`src/rtl/chess_clock_pkg.sv`:
```
// Shared encodings and defaults for the chess clock turn controller.
package chess_clock_pkg;

  localparam int unsigned STATE_W           = 3;
  localparam int unsigned TICKS_PER_SEC_DEF = 50000;
  localparam int unsigned MOVE_W_DEF        = 8;

  localparam logic [STATE_W-1:0] ST_IDLE   = 3'd0;
  localparam logic [STATE_W-1:0] ST_RUN_P1 = 3'd1;
  localparam logic [STATE_W-1:0] ST_RUN_P2 = 3'd2;
  localparam logic [STATE_W-1:0] ST_PAUSED = 3'd3;
  localparam logic [STATE_W-1:0] ST_OVER   = 3'd4;

  // True while a player's clock is actually running.
  function automatic logic is_run(input logic [STATE_W-1:0] s);
    return (s == ST_RUN_P1) || (s == ST_RUN_P2);
  endfunction

endpackage

```
`src/rtl/chess_tick_gen.sv`:
```
// One-second prescaler: counts while enabled, wraps at the terminal count.
module chess_tick_gen #(
  parameter int unsigned TICKS_PER_SEC = 50000
) (
  input  logic clk,
  input  logic reset_n,
  input  logic i_en,
  input  logic i_clr,
  output logic o_tick_c
);

  localparam int unsigned CNT_W = (TICKS_PER_SEC > 1) ? $clog2(TICKS_PER_SEC) : 1;
  localparam logic [CNT_W-1:0] TC = CNT_W'(TICKS_PER_SEC - 1);

  logic [CNT_W-1:0] r_cnt;
  logic             w_at_tc;

  assign w_at_tc  = (r_cnt == TC);
  assign o_tick_c = i_en & w_at_tc;

  // Prescaler count; clear has priority, holds when not enabled.
  always_ff @(posedge clk or negedge reset_n) begin
    if (!reset_n) begin
      r_cnt <= '0;
    end else if (i_clr) begin
      r_cnt <= '0;
    end else if (i_en) begin
      r_cnt <= w_at_tc ? '0 : r_cnt + CNT_W'(1);
    end
  end

endmodule

```
`src/rtl/chess_turn_controller.sv`:
```
// Chess clock game FSM: turn hand-off, decrement/increment/reload pulse generation.
module chess_turn_controller
  import chess_clock_pkg::*;
#(
  parameter int unsigned TICKS_PER_SEC = TICKS_PER_SEC_DEF,
  parameter int unsigned MOVE_W        = MOVE_W_DEF
) (
  input  logic              clk,
  input  logic              reset_n,
  input  logic              start,
  input  logic              pause,
  input  logic              p1_press,
  input  logic              p2_press,
  input  logic              p1_zero,
  input  logic              p2_zero,
  output logic              load,
  output logic              dec_p1,
  output logic              dec_p2,
  output logic              inc_p1,
  output logic              inc_p2,
  output logic              active_p2,
  output logic              running,
  output logic              flag_p1,
  output logic              flag_p2,
  output logic [MOVE_W-1:0] move_count
);

  localparam logic [MOVE_W-1:0] MC_MAX = '1;

  logic [STATE_W-1:0] r_state, w_state_nxt;
  logic               r_p1_q, r_p2_q;
  logic               w_p1_edge, w_p2_edge;
  logic               w_tick, w_cnt_en, w_cnt_clr;

  logic               r_load, r_dec_p1, r_dec_p2, r_inc_p1, r_inc_p2;
  logic               r_active_p2, r_running, r_flag_p1, r_flag_p2;
  logic [MOVE_W-1:0]  r_move_count;

  logic               w_load_nxt, w_dec_p1_nxt, w_dec_p2_nxt, w_inc_p1_nxt, w_inc_p2_nxt;
  logic               w_active_nxt, w_running_nxt, w_flag_p1_nxt, w_flag_p2_nxt;
  logic [MOVE_W-1:0]  w_mc_nxt;

  assign w_p1_edge = p1_press & ~r_p1_q;
  assign w_p2_edge = p2_press & ~r_p2_q;

  // Prescaler advances only while the game stays in the same running state.
  assign w_cnt_en  = is_run(r_state) && (w_state_nxt == r_state);
  assign w_cnt_clr = w_load_nxt | w_inc_p1_nxt | w_inc_p2_nxt;

  chess_tick_gen #(.TICKS_PER_SEC(TICKS_PER_SEC)) u_tick_gen (
    .clk      (clk),
    .reset_n  (reset_n),
    .i_en     (w_cnt_en),
    .i_clr    (w_cnt_clr),
    .o_tick_c (w_tick)
  );

  // Button history for edge detection.
  always_ff @(posedge clk or negedge reset_n) begin
    if (!reset_n) begin
      r_p1_q <= 1'b0;
      r_p2_q <= 1'b0;
    end else begin
      r_p1_q <= p1_press;
      r_p2_q <= p2_press;
    end
  end

  // State register.
  always_ff @(posedge clk or negedge reset_n) begin
    if (!reset_n) r_state <= ST_IDLE;
    else          r_state <= w_state_nxt;
  end

  // Next-state: timeout beats pause beats the mover's button.
  always_comb begin
    w_state_nxt = r_state;
    case (r_state)
      ST_IDLE:   if (start) w_state_nxt = ST_RUN_P1;
      ST_RUN_P1: begin
        if (p1_zero)        w_state_nxt = ST_OVER;
        else if (pause)     w_state_nxt = ST_PAUSED;
        else if (w_p1_edge) w_state_nxt = ST_RUN_P2;
      end
      ST_RUN_P2: begin
        if (p2_zero)        w_state_nxt = ST_OVER;
        else if (pause)     w_state_nxt = ST_PAUSED;
        else if (w_p2_edge) w_state_nxt = ST_RUN_P1;
      end
      ST_PAUSED: if (!pause) w_state_nxt = r_active_p2 ? ST_RUN_P2 : ST_RUN_P1;
      ST_OVER:   if (start) w_state_nxt = ST_RUN_P1;
      default:   w_state_nxt = ST_IDLE;
    endcase
  end

  // Output next-values; a hand-off or timeout suppresses a coincident tick.
  always_comb begin
    w_load_nxt    = 1'b0;
    w_dec_p1_nxt  = 1'b0;
    w_dec_p2_nxt  = 1'b0;
    w_inc_p1_nxt  = 1'b0;
    w_inc_p2_nxt  = 1'b0;
    w_active_nxt  = r_active_p2;
    w_flag_p1_nxt = r_flag_p1;
    w_flag_p2_nxt = r_flag_p2;
    w_mc_nxt      = r_move_count;
    w_running_nxt = is_run(w_state_nxt);
    case (r_state)
      ST_IDLE: begin
        if (start) begin
          w_load_nxt   = 1'b1;
          w_active_nxt = 1'b0;
        end
      end
      ST_RUN_P1: begin
        if (p1_zero) begin
          w_flag_p1_nxt = 1'b1;
        end else if (pause) begin
          w_active_nxt = 1'b0;
        end else if (w_p1_edge) begin
          w_inc_p1_nxt = 1'b1;
          w_active_nxt = 1'b1;
        end else begin
          w_dec_p1_nxt = w_tick;
        end
      end
      ST_RUN_P2: begin
        if (p2_zero) begin
          w_flag_p2_nxt = 1'b1;
        end else if (pause) begin
          w_active_nxt = 1'b1;
        end else if (w_p2_edge) begin
          w_inc_p2_nxt = 1'b1;
          w_active_nxt = 1'b0;
          w_mc_nxt     = (r_move_count == MC_MAX) ? r_move_count : r_move_count + MOVE_W'(1);
        end else begin
          w_dec_p2_nxt = w_tick;
        end
      end
      ST_OVER: begin
        if (start) begin
          w_load_nxt    = 1'b1;
          w_active_nxt  = 1'b0;
          w_flag_p1_nxt = 1'b0;
          w_flag_p2_nxt = 1'b0;
          w_mc_nxt      = '0;
        end
      end
      default: ;
    endcase
  end

  // Output registers.
  always_ff @(posedge clk or negedge reset_n) begin
    if (!reset_n) begin
      r_load       <= 1'b0;
      r_dec_p1     <= 1'b0;
      r_dec_p2     <= 1'b0;
      r_inc_p1     <= 1'b0;
      r_inc_p2     <= 1'b0;
      r_active_p2  <= 1'b0;
      r_running    <= 1'b0;
      r_flag_p1    <= 1'b0;
      r_flag_p2    <= 1'b0;
      r_move_count <= '0;
    end else begin
      r_load       <= w_load_nxt;
      r_dec_p1     <= w_dec_p1_nxt;
      r_dec_p2     <= w_dec_p2_nxt;
      r_inc_p1     <= w_inc_p1_nxt;
      r_inc_p2     <= w_inc_p2_nxt;
      r_active_p2  <= w_active_nxt;
      r_running    <= w_running_nxt;
      r_flag_p1    <= w_flag_p1_nxt;
      r_flag_p2    <= w_flag_p2_nxt;
      r_move_count <= w_mc_nxt;
    end
  end

  assign load       = r_load;
  assign dec_p1     = r_dec_p1;
  assign dec_p2     = r_dec_p2;
  assign inc_p1     = r_inc_p1;
  assign inc_p2     = r_inc_p2;
  assign active_p2  = r_active_p2;
  assign running    = r_running;
  assign flag_p1    = r_flag_p1;
  assign flag_p2    = r_flag_p2;
  assign move_count = r_move_count;

endmodule

```
`config.mk`:
```
export PLATFORM = sky130hd
export DESIGN_NAME = chess_turn_controller
export DESIGN_NICKNAME = d
export VERILOG_FILES = /design/src/rtl/chess_clock_pkg.sv /design/src/rtl/chess_tick_gen.sv /design/src/rtl/chess_turn_controller.sv
export SDC_FILE = /design/constraint.sdc
export NUM_CORES = 1
export LEC_CHECK = 0
export ABC_CLOCK_PERIOD_IN_PS = 2000
export BUFFER_PORTS_ARGS = -buffer_cell sky130_fd_sc_hd__clkbuf_2
export CORE_MARGIN = 3
export CORE_UTILIZATION = 30
export DETAILED_ROUTE_END_ITERATION = 10
export PLACE_DENSITY_LB_ADDON = 0.08
export RECOVER_POWER = 25
export SETUP_SLACK_MARGIN = 0.3
export SYNTH_ARGS = -nofsm -noshare
export SYNTH_HDL_FRONTEND = slang
export SYNTH_SLANG_ARGS = --single-unit
```
`constraint.sdc`:
```
create_clock -name clk -period 2 [get_ports clk]
set_clock_uncertainty 0.1 [all_clocks]
set_input_delay 0.2 -clock clk [delete_from_list [all_inputs] [get_ports clk]]
set_output_delay 0.2 -clock clk [all_outputs]
set_load 0.02 [all_outputs]
```
==> results of run 1 <==
## power by group through the flow
stage / Sequential (uW) / Combinational (uW) / Clock, uW
after global routing: 961 / 1060 / 719
after global placement: 960 / 841 / 0
final: 946 / 985 / 670
after floorplan: 1010 / 505 / 0
after CTS: 947 / 960 / 687
after detailed placement: 960 / 830 / 0
## cell families (layout without fill, tap and decap cells)
kind of cell / Yosys count / after routing / share of synthesized area
fa+ha+maj: 2 / 2 / 0.0118
mux: 4 / 4 / 0.0201
compound gates: 62 / 62 / 0.207
buf+inv: 16 / 80 / 0.0474
simple gates: 96 / 96 / 0.255
flops: 38 / 38 / 0.450
xor+xnor: 2 / 2 / 0.00829
## synthesized netlist by cell type (3+ instances only)
| cell type | instances | area [sq um] |
|---|---|---|
| sky130_fd_sc_hd__dfrtp_1 | 38 | 951 |
| sky130_fd_sc_hd__buf_6 | 4 | 45.0 |
| sky130_fd_sc_hd__o21a_1 | 3 | 22.5 |
| sky130_fd_sc_hd__nand2_1 | 25 | 93.8 |
| sky130_fd_sc_hd__o211ai_1 | 10 | 75.1 |
| sky130_fd_sc_hd__a31oi_1 | 6 | 37.5 |
| sky130_fd_sc_hd__clkbuf_1 | 3 | 11.3 |
| sky130_fd_sc_hd__nand2b_1 | 4 | 25.0 |
| sky130_fd_sc_hd__nand4_1 | 5 | 31.3 |
| sky130_fd_sc_hd__o31ai_1 | 6 | 45.0 |
| sky130_fd_sc_hd__and3_1 | 5 | 31.3 |
| sky130_fd_sc_hd__nand3_1 | 13 | 65.1 |
| sky130_fd_sc_hd__nor3_1 | 4 | 20.0 |
| sky130_fd_sc_hd__o21ai_0 | 9 | 45.0 |
| sky130_fd_sc_hd__and2_1 | 8 | 50.1 |
| sky130_fd_sc_hd__nor2_1 | 12 | 45.0 |
| sky130_fd_sc_hd__a21oi_1 | 9 | 45.0 |
| sky130_fd_sc_hd__nor4b_1 | 3 | 26.3 |
| sky130_fd_sc_hd__nor2b_1 | 5 | 31.3 |
| sky130_fd_sc_hd__o22ai_1 | 4 | 25.0 |
| sky130_fd_sc_hd__inv_1 | 5 | 18.8 |
## sequential cells by signal, indices dropped and copies added (netlist names)
name,flops
flag_p1,1
r_p1_q,1
active_p2,1
flag_p2,1
r_state,3
move_count,8
dec_p1,1
dec_p2,1
inc_p2,1
u_tick_gen.r_cnt,16
running,1
inc_p1,1
load,1
r_p2_q,1
## final cells by class
class | instances | area, sq um
Fill cell | 629 | 3680
Inverter | 5 | 18.8
Multi-Input combinational cell | 166 | 1220
Clock inverter | 3 | 40.0
Sequential cell | 38 | 953
Tap cell | 93 | 116
Timing Repair Buffer | 67 | 475
Clock buffer | 5 | 68.8
## metal layers
metal | GRT usage | vias up | wire, um
met5 | 0 | - | 0
met4 | 0.0421 | 0 | 76
met3 | 0.0326 | 6 | 288
met2 | 0.211 | 47 | 2450
met1 | 0.204 | 927 | 2730
li1 | - | 948 | -
## worst max path at each step
| stage | startpoint | slack, ns | end | cells after the start |
|---|---|---|---|---|
| 2_1_floorplan | r_state[1] | 0.0002 | u_tick_gen.r_cnt[4] | 6 |
| 3_3_place_gp | r_state[2] | -0.01 | u_tick_gen.r_cnt[7] | 6 |
| 3_5_place_dp | r_state[2] | -0.06 | u_tick_gen.r_cnt[7] | 6 |
| 4_1_cts | r_state[2] | 0.04 | u_tick_gen.r_cnt[7] | 6 |
| 5_1_grt | r_state[2] | -0.07 | u_tick_gen.r_cnt[7] | 6 |
| 6_report | r_state[2] | 0.04 | u_tick_gen.r_cnt[12] | 7 |
## through the flow
stage,hold WS (ns),TNS (ns),util,instances
3_5_place_dp,0.0899,-0.288,0.385,353
6_report,0.0785,0,0.440,377
5_1_grt,0.0841,-0.426,0.440,377
4_1_cts,0.0752,0,0.429,375
2_1_floorplan,-0.196,0,-,220
3_3_place_gp,0.0851,-0.0138,0.385,353
## worst register-to-register path, cell delays in order, from the launching register on
cell                       delay, ns
sky130_fd_sc_hd__dfrtp_1        0.42
sky130_fd_sc_hd__or4b_4         0.57
sky130_fd_sc_hd__buf_4          0.17
sky130_fd_sc_hd__o22ai_4        0.16
sky130_fd_sc_hd__a21oi_2        0.09
sky130_fd_sc_hd__buf_12         0.16
sky130_fd_sc_hd__o211ai_1       0.09
sky130_fd_sc_hd__o31ai_1        0.09
## repair_timing
item                       in CTS  in global routing
pin swaps                      12                  3
buffers inserted               11                  2
hold endpoints to repair       40                  0
gates resized for setup        14                 13
hold buffers                    3                  0
setup endpoints to repair      29                 28
==> results_dict.tcl, run 1 <==
set metrics [dict create \
    cts.path.max_buffers 2 \
    hold_violations 0 \
    initial_core_utilization 0.322 \
    tcrit_tclk_final 0.980 \
    comb_power_share 0.379 \
    post_synth_instance_area_sq_um 2110 \
    syn_avg_cell_area_sq_um 9.61 \
    die-height_um 89.9 \
    worst_hold_path.endpoint "r_state[2]" \
    worstHoldStart "start" \
    required_ns 2.08 \
    worstPathBufferInverterCount 2 \
    ratio_of_cells_with_drive_above_1_in_the_final_layout 0.352 \
    placedInstanceArea_sq_um 2530 \
    setup_viol 0 \
    number_of_antenna_violations_at_the_first_check_in_global_routing 0 \
    clock_power_share 0.257 \
    number_of_standard_cells_after_synthesis 220 \
    status "finished, final reports clean" \
    hpwlAfterDp_mm 3.78 \
    post-route-worst-setup-slack_ns 0.0403 \
    swShare 0.354 \
    cts_root_buffer "sky130_fd_sc_hd__clkbuf_8" \
    global_route_overflow 0 \
    endpoint_of_the_worst_register_to_register_path "u_tick_gen.r_cnt[12]" \
    grt_pass1_vias 1888 \
    numCtsBuffers 5 \
    tightest_slew_ns 1.19 \
    drt-vias-per-instance 5.11 \
    n_antenna_cell 0 \
    post-route-drc-count 0 \
    first_pass_grt_wire_length_mm 9.40 \
    drt_pass1_iterations 4 \
    io-pin-count 25 \
    critical_path.top_delay_family "simple AND/OR/NAND/NOR gates" \
    final_cell_area_sq_um 2890 \
    clock_tree_from_tritoncts "yes" \
    final_replace_weighted_congestion 0.771 \
    power.leakage_uw 0.00129 \
    post_synthesis_net_count 230 \
    buffer_ports.inserted 24 \
    max_stage_delay_ns 0.57 \
    crit_path_cell_trace "or4b_4, buf_4, o22ai_4, a21oi_2, buf_12, o211ai_1, o31ai_1" \
    vias 1928 \
    mostFrequentLayoutCell "sky130_fd_sc_hd__dfrtp_1" \
    timing.hold.worst.class "input port to register" \
    die_area_sq_um 8090 \
    drtIter0Drc 87 \
    p_int_uw 1680 \
    regToRegSetupSlack_ns 0.04 \
    drt_wl_total_mm 5.54 \
    cellPowerDensity_nw_per_um2 899 \
    worstRegToRegCells 7 \
    power_switching_uw 921 \
    vdd.ir_drop.worst_mv 0.317 \
    floorplan.rows 29 \
    finalWorstPathRequiredPeriod_ns 1.96 \
    timing.rr.start "r_state[2]" \
    finish.net_count 293 \
    cts.clk_slew.worst_paths_ns 0.08 \
    worst_skew_pair.late_latency_ns 0.30 \
    final_cell_mix "36 x sky130_fd_sc_hd__dfrtp_1, 31 x sky130_fd_sc_hd__buf_4, 25 x sky130_fd_sc_hd__nand2_1, 22 x sky130_fd_sc_hd__clkbuf_2, 12 x sky130_fd_sc_hd__nor2_1" \
    p_seq_frac 0.364 \
    detailedPlace.worstSlack_ns -0.0583 \
    yosys_warnings 0 \
    fin_total_pwr_uw 2600 \
    critical_path.max_fanout 16 \
    final_antenna_net_count 0 \
    cap_viol_max_count 0 \
    max_slew_margin 0.208 \
    ctsHtreeMaxLevel 2 \
    async_flop_share 1.00 \
    die_width_um 89.9 \
    routedWlPerCell_um 14.7 \
    rsz0062_at_grt "true" \
    timing.critical_path.slowest_stage_cell "sky130_fd_sc_hd__or4b_4" \
    track_usage 0.142 \
    finalMaxSlewViolations 0 \
    cp_data_arrival_time_ns 2.04 \
    grt_max_degree 22 \
    crit_path_end_kind "register" \
    postSynthRegisterBits 38 \
    synthToLayoutAreaGrowth_pct 36.8 \
    worstSetupPathType "register to register" \
    startpoint_type "register" \
    synth-main-ff-cell "sky130_fd_sc_hd__dfrtp_1" \
    core_area_sq_um 6570 \
    cts_sinks 38 \
    synth-seq-area-share 0.450 \
    synth_enable_flop_cells 0 \
    timing.hold.worst_path_depth 2 \
    netlist-cell-type-count 50 \
    max_freq_mhz 510 \
]
(Power assumes the default switching activity.)
==> inputs of run 2 (changes only) <==
--- a/config.mk
+++ b/config.mk
@@ -7,6 +7,7 @@
 export LEC_CHECK = 0
 export ABC_CLOCK_PERIOD_IN_PS = 2000
 export BUFFER_PORTS_ARGS = -buffer_cell sky130_fd_sc_hd__clkbuf_2
+export CORE_ASPECT_RATIO = 2
 export CORE_MARGIN = 3
 export CORE_UTILIZATION = 30
 export DETAILED_ROUTE_END_ITERATION = 10
@@ -15,4 +16,5 @@
 export SETUP_SLACK_MARGIN = 0.3
 export SYNTH_ARGS = -nofsm -noshare
 export SYNTH_HDL_FRONTEND = slang
+export SYNTH_HIERARCHICAL = 1
 export SYNTH_SLANG_ARGS = --single-unit
==> results_dict.tcl, run 2 <==
set metrics [dict create \
    status "finished, violations left" \
    violations "negative setup slack" \
    post-route-worst-setup-slack_ns -0.467 \
    final_cell_area_sq_um 3370 \
    syn_avg_cell_area_sq_um 10.1 \
    cts.path.max_buffers 2 \
    placedInstanceArea_sq_um 2760 \
    synthMostInstantiatedCell "sky130_fd_sc_hd__dfrtp_1" \
    finish.net_count 313 \
    cts_root_buffer "sky130_fd_sc_hd__clkbuf_16" \
    detailedPlace.worstSlack_ns -0.575 \
    ys_top_cells_by_count "38 x sky130_fd_sc_hd__dfrtp_1, 24 x sky130_fd_sc_hd__nor2_1, 17 x sky130_fd_sc_hd__nand2_1, 10 x sky130_fd_sc_hd__o21ai_1" \
    number_of_flip_flops_in_the_largest_register 16 \
    synth.top_cells.by_area "sky130_fd_sc_hd__dfrtp_1 44%, sky130_fd_sc_hd__nor2_1 4.1%, sky130_fd_sc_hd__xnor2_1 3.2%" \
    final_cell_mix "42 x sky130_fd_sc_hd__buf_4, 34 x sky130_fd_sc_hd__dfrtp_1, 22 x sky130_fd_sc_hd__nor2_1, 21 x sky130_fd_sc_hd__clkbuf_2, 15 x sky130_fd_sc_hd__nand2_1" \
    track_usage 0.181 \
    drt_wl_total_mm 6.79 \
    cp_data_arrival_time_ns 2.58 \
    hpwlAfterDp_mm 4.91 \
    io-pin-count 25 \
    worst_skew_pair.late_latency_ns 0.29 \
    hold_violations 0 \
    top_register "u_tick_gen/r_cnt" \
    number_of_antenna_violations_at_the_first_check_in_global_routing 0 \
    clock_tree_from_tritoncts "yes" \
    max_freq_mhz 405 \
    mostFrequentLayoutCell "sky130_fd_sc_hd__buf_4" \
    crit_path_end_kind "register" \
    floorplan.rows 43 \
    core_area_sq_um 6990 \
    synth-seq-area-share 0.438 \
    vias 2033 \
    timing.hold.worst.class "input port to register" \
    numCtsBuffers 5 \
    synth-main-ff-cell "sky130_fd_sc_hd__dfrtp_1" \
    power.leakage_uw 0.00145 \
    post_synth_instance_area_sq_um 2170 \
    drt-vias-per-instance 5.16 \
    finalWorstPathRequiredPeriod_ns 2.47 \
    tcrit_tclk_final 1.23 \
    max_slew_margin 0.261 \
    n_antenna_cell 0 \
    netlist-cell-type-count 60 \
    post-route-drc-count 0 \
    die-height_um 126 \
    die_area_sq_um 8360 \
    ctsHtreeMaxLevel 2 \
    startpoint_type "register" \
    grt_max_degree 22 \
    synthToLayoutAreaGrowth_pct 55.1 \
    finalMaxSlewViolations 0 \
    ratio_of_cells_with_drive_above_1_in_the_final_layout 0.500 \
    vdd.ir_drop.worst_mv 0.759 \
    final_antenna_net_count 0 \
    yosys_warnings 6 \
    setup_viol 22 \
    drtIter0Drc 78 \
    post_synthesis_net_count 226 \
    postSynthRegisterBits 38 \
    cts.clk_slew.worst_paths_ns 0.06 \
    layout.core_utilization 0.482 \
    fin_cells 394 \
    cellPowerDensity_nw_per_um2 1050 \
    async_flop_share 1.00 \
    required_ns 2.11 \
    drt_pass1_iterations 4 \
    timing.critical_path.slowest_stage_cell "sky130_fd_sc_hd__or4b_4" \
    numPlacedInstances 363 \
    synth_enable_flop_cells 0 \
    grt_pass1_vias 2160 \
    die_width_um 66.2 \
    synth_top_area_share 0.438 \
    routedWlPerCell_um 17.2 \
    final_replace_weighted_congestion 0.836 \
    initial_core_utilization 0.311 \
    fin_total_pwr_uw 3540 \
    cap_viol_max_count 0 \
    crit_path_cell_trace "buf_6, nand2b_4, a21oi_2, or4b_4, a211oi_4, nand2b_1, a41oi_4, buf_12, a41oi_2, a31oi_1" \
    cts_sinks 38 \
    global_route_overflow 0 \
    buffer_ports.inserted 24 \
    rsz0062_at_grt "true" \
    critical_path.max_fanout 5 \
    number_of_standard_cells_after_synthesis 216 \
    max_stage_delay_ns 0.49 \
    yosysTopAreaCell "sky130_fd_sc_hd__dfrtp_1" \
    worstSetupPathType "register to register" \
    tightest_slew_ns 1.11 \
    first_pass_grt_wire_length_mm 11.2 \
]
-- run 2: cell types whose count changed after synthesis, sizes merged, moves of 4 or more --
cell / delta
and2: -5
buf: -5
nand2: -8
nand3: -6
nand4: +4
nor2: +11
nor3: -4
o211ai: -10
o21ai: +4
xnor2: +7
xor2: +4
-- run 2: final cells by class --
type,count,area [sq um]
Tap cell,90,113
Clock inverter,2,12.5
Inverter,5,22.5
Timing Repair Buffer,85,682
Fill cell,686,3620
Multi-Input combinational cell,168,1450
Sequential cell,38,956
Clock buffer,6,139
-- run 2: routing by layer --
metal | part of all wire | vias up | wire length (um) | GRT usage
met5 | 0 | - | 0 | 0
met1 | 0.32 | 998 | 2180 | 0.175
li1 | - | 970 | - | -
met4 | 0.049 | 0 | 335 | 0.108
met3 | 0.023 | 21 | 156 | 0.0301
met2 | 0.61 | 44 | 4120 | 0.337
-- run 2: timing repair --
item                                    in CTS  in global routing
gates resized for setup                     27                 28
hold buffers                                 3                  0
pin swaps                                   13                  8
gates cloned                                 2                  0
endpoints found under the setup margin      28                 30
setup buffers                               12                  6
hold endpoints to repair                    19                  0
-- run 2: path summary, 6_finish.rpt --
kind / to / start / depth (start not counted) / slack [ns]
hold reg to reg: flag_p1 / flag_p1 / 2 / 0.38
setup reg to reg: u_tick_gen/r_cnt[14] / r_state[0] / 10 / -0.47
max in group asynchronous: active_p2 / reset_n / 2 / 0.49
hold / removal: r_state[2] / start / 3 / 0.16
min in group asynchronous: u_tick_gen/r_cnt[5] / reset_n / 2 / 0.56
setup / recovery: u_tick_gen/r_cnt[14] / r_state[0] / 10 / -0.47
-- run 2: worst max-delay path: cells and delay by family, from the launching register on --
kind	cells	cell delay (ns)
DFF	1	0.44
AOI/OAI and AO/OA	5	0.88
and+or+nand+nor	3	0.68
buffers and inverters	2	0.30
-- run 2: metrics by stage --
| step | hold WS [ns] | TNS (ns) |
|---|---|---|
| floorplan | -0.196 | -4.73 |
| global placement | 0.102 | -6.94 |
| detailed placement | 0.0962 | -7.81 |
| CTS | 0.138 | -7.49 |
| global route | 0.189 | -9.50 |
| finish | 0.161 | -7.11 |
-- run 2: cell families after synthesis --
| family | after synthesis | share of synthesized area |
|---|---|---|
| adders and majority gates | 2 | 0.0115 |
| AOI/OAI and AO/OA | 49 | 0.179 |
| and+or+nand+nor | 100 | 0.278 |
| buffers and inverters | 11 | 0.0265 |
| DFF | 38 | 0.438 |
| muxes | 3 | 0.0150 |
| xor gates and xnor gates | 13 | 0.0524 |
-- run 2: report_power, final --
| group | switching, uW | internal (uW) |
|---|---|---|
| clock network | 328 | 494 |
| registers | 90.5 | 879 |
| logic | 853 | 890 |
| total | 1270 | 2260 |
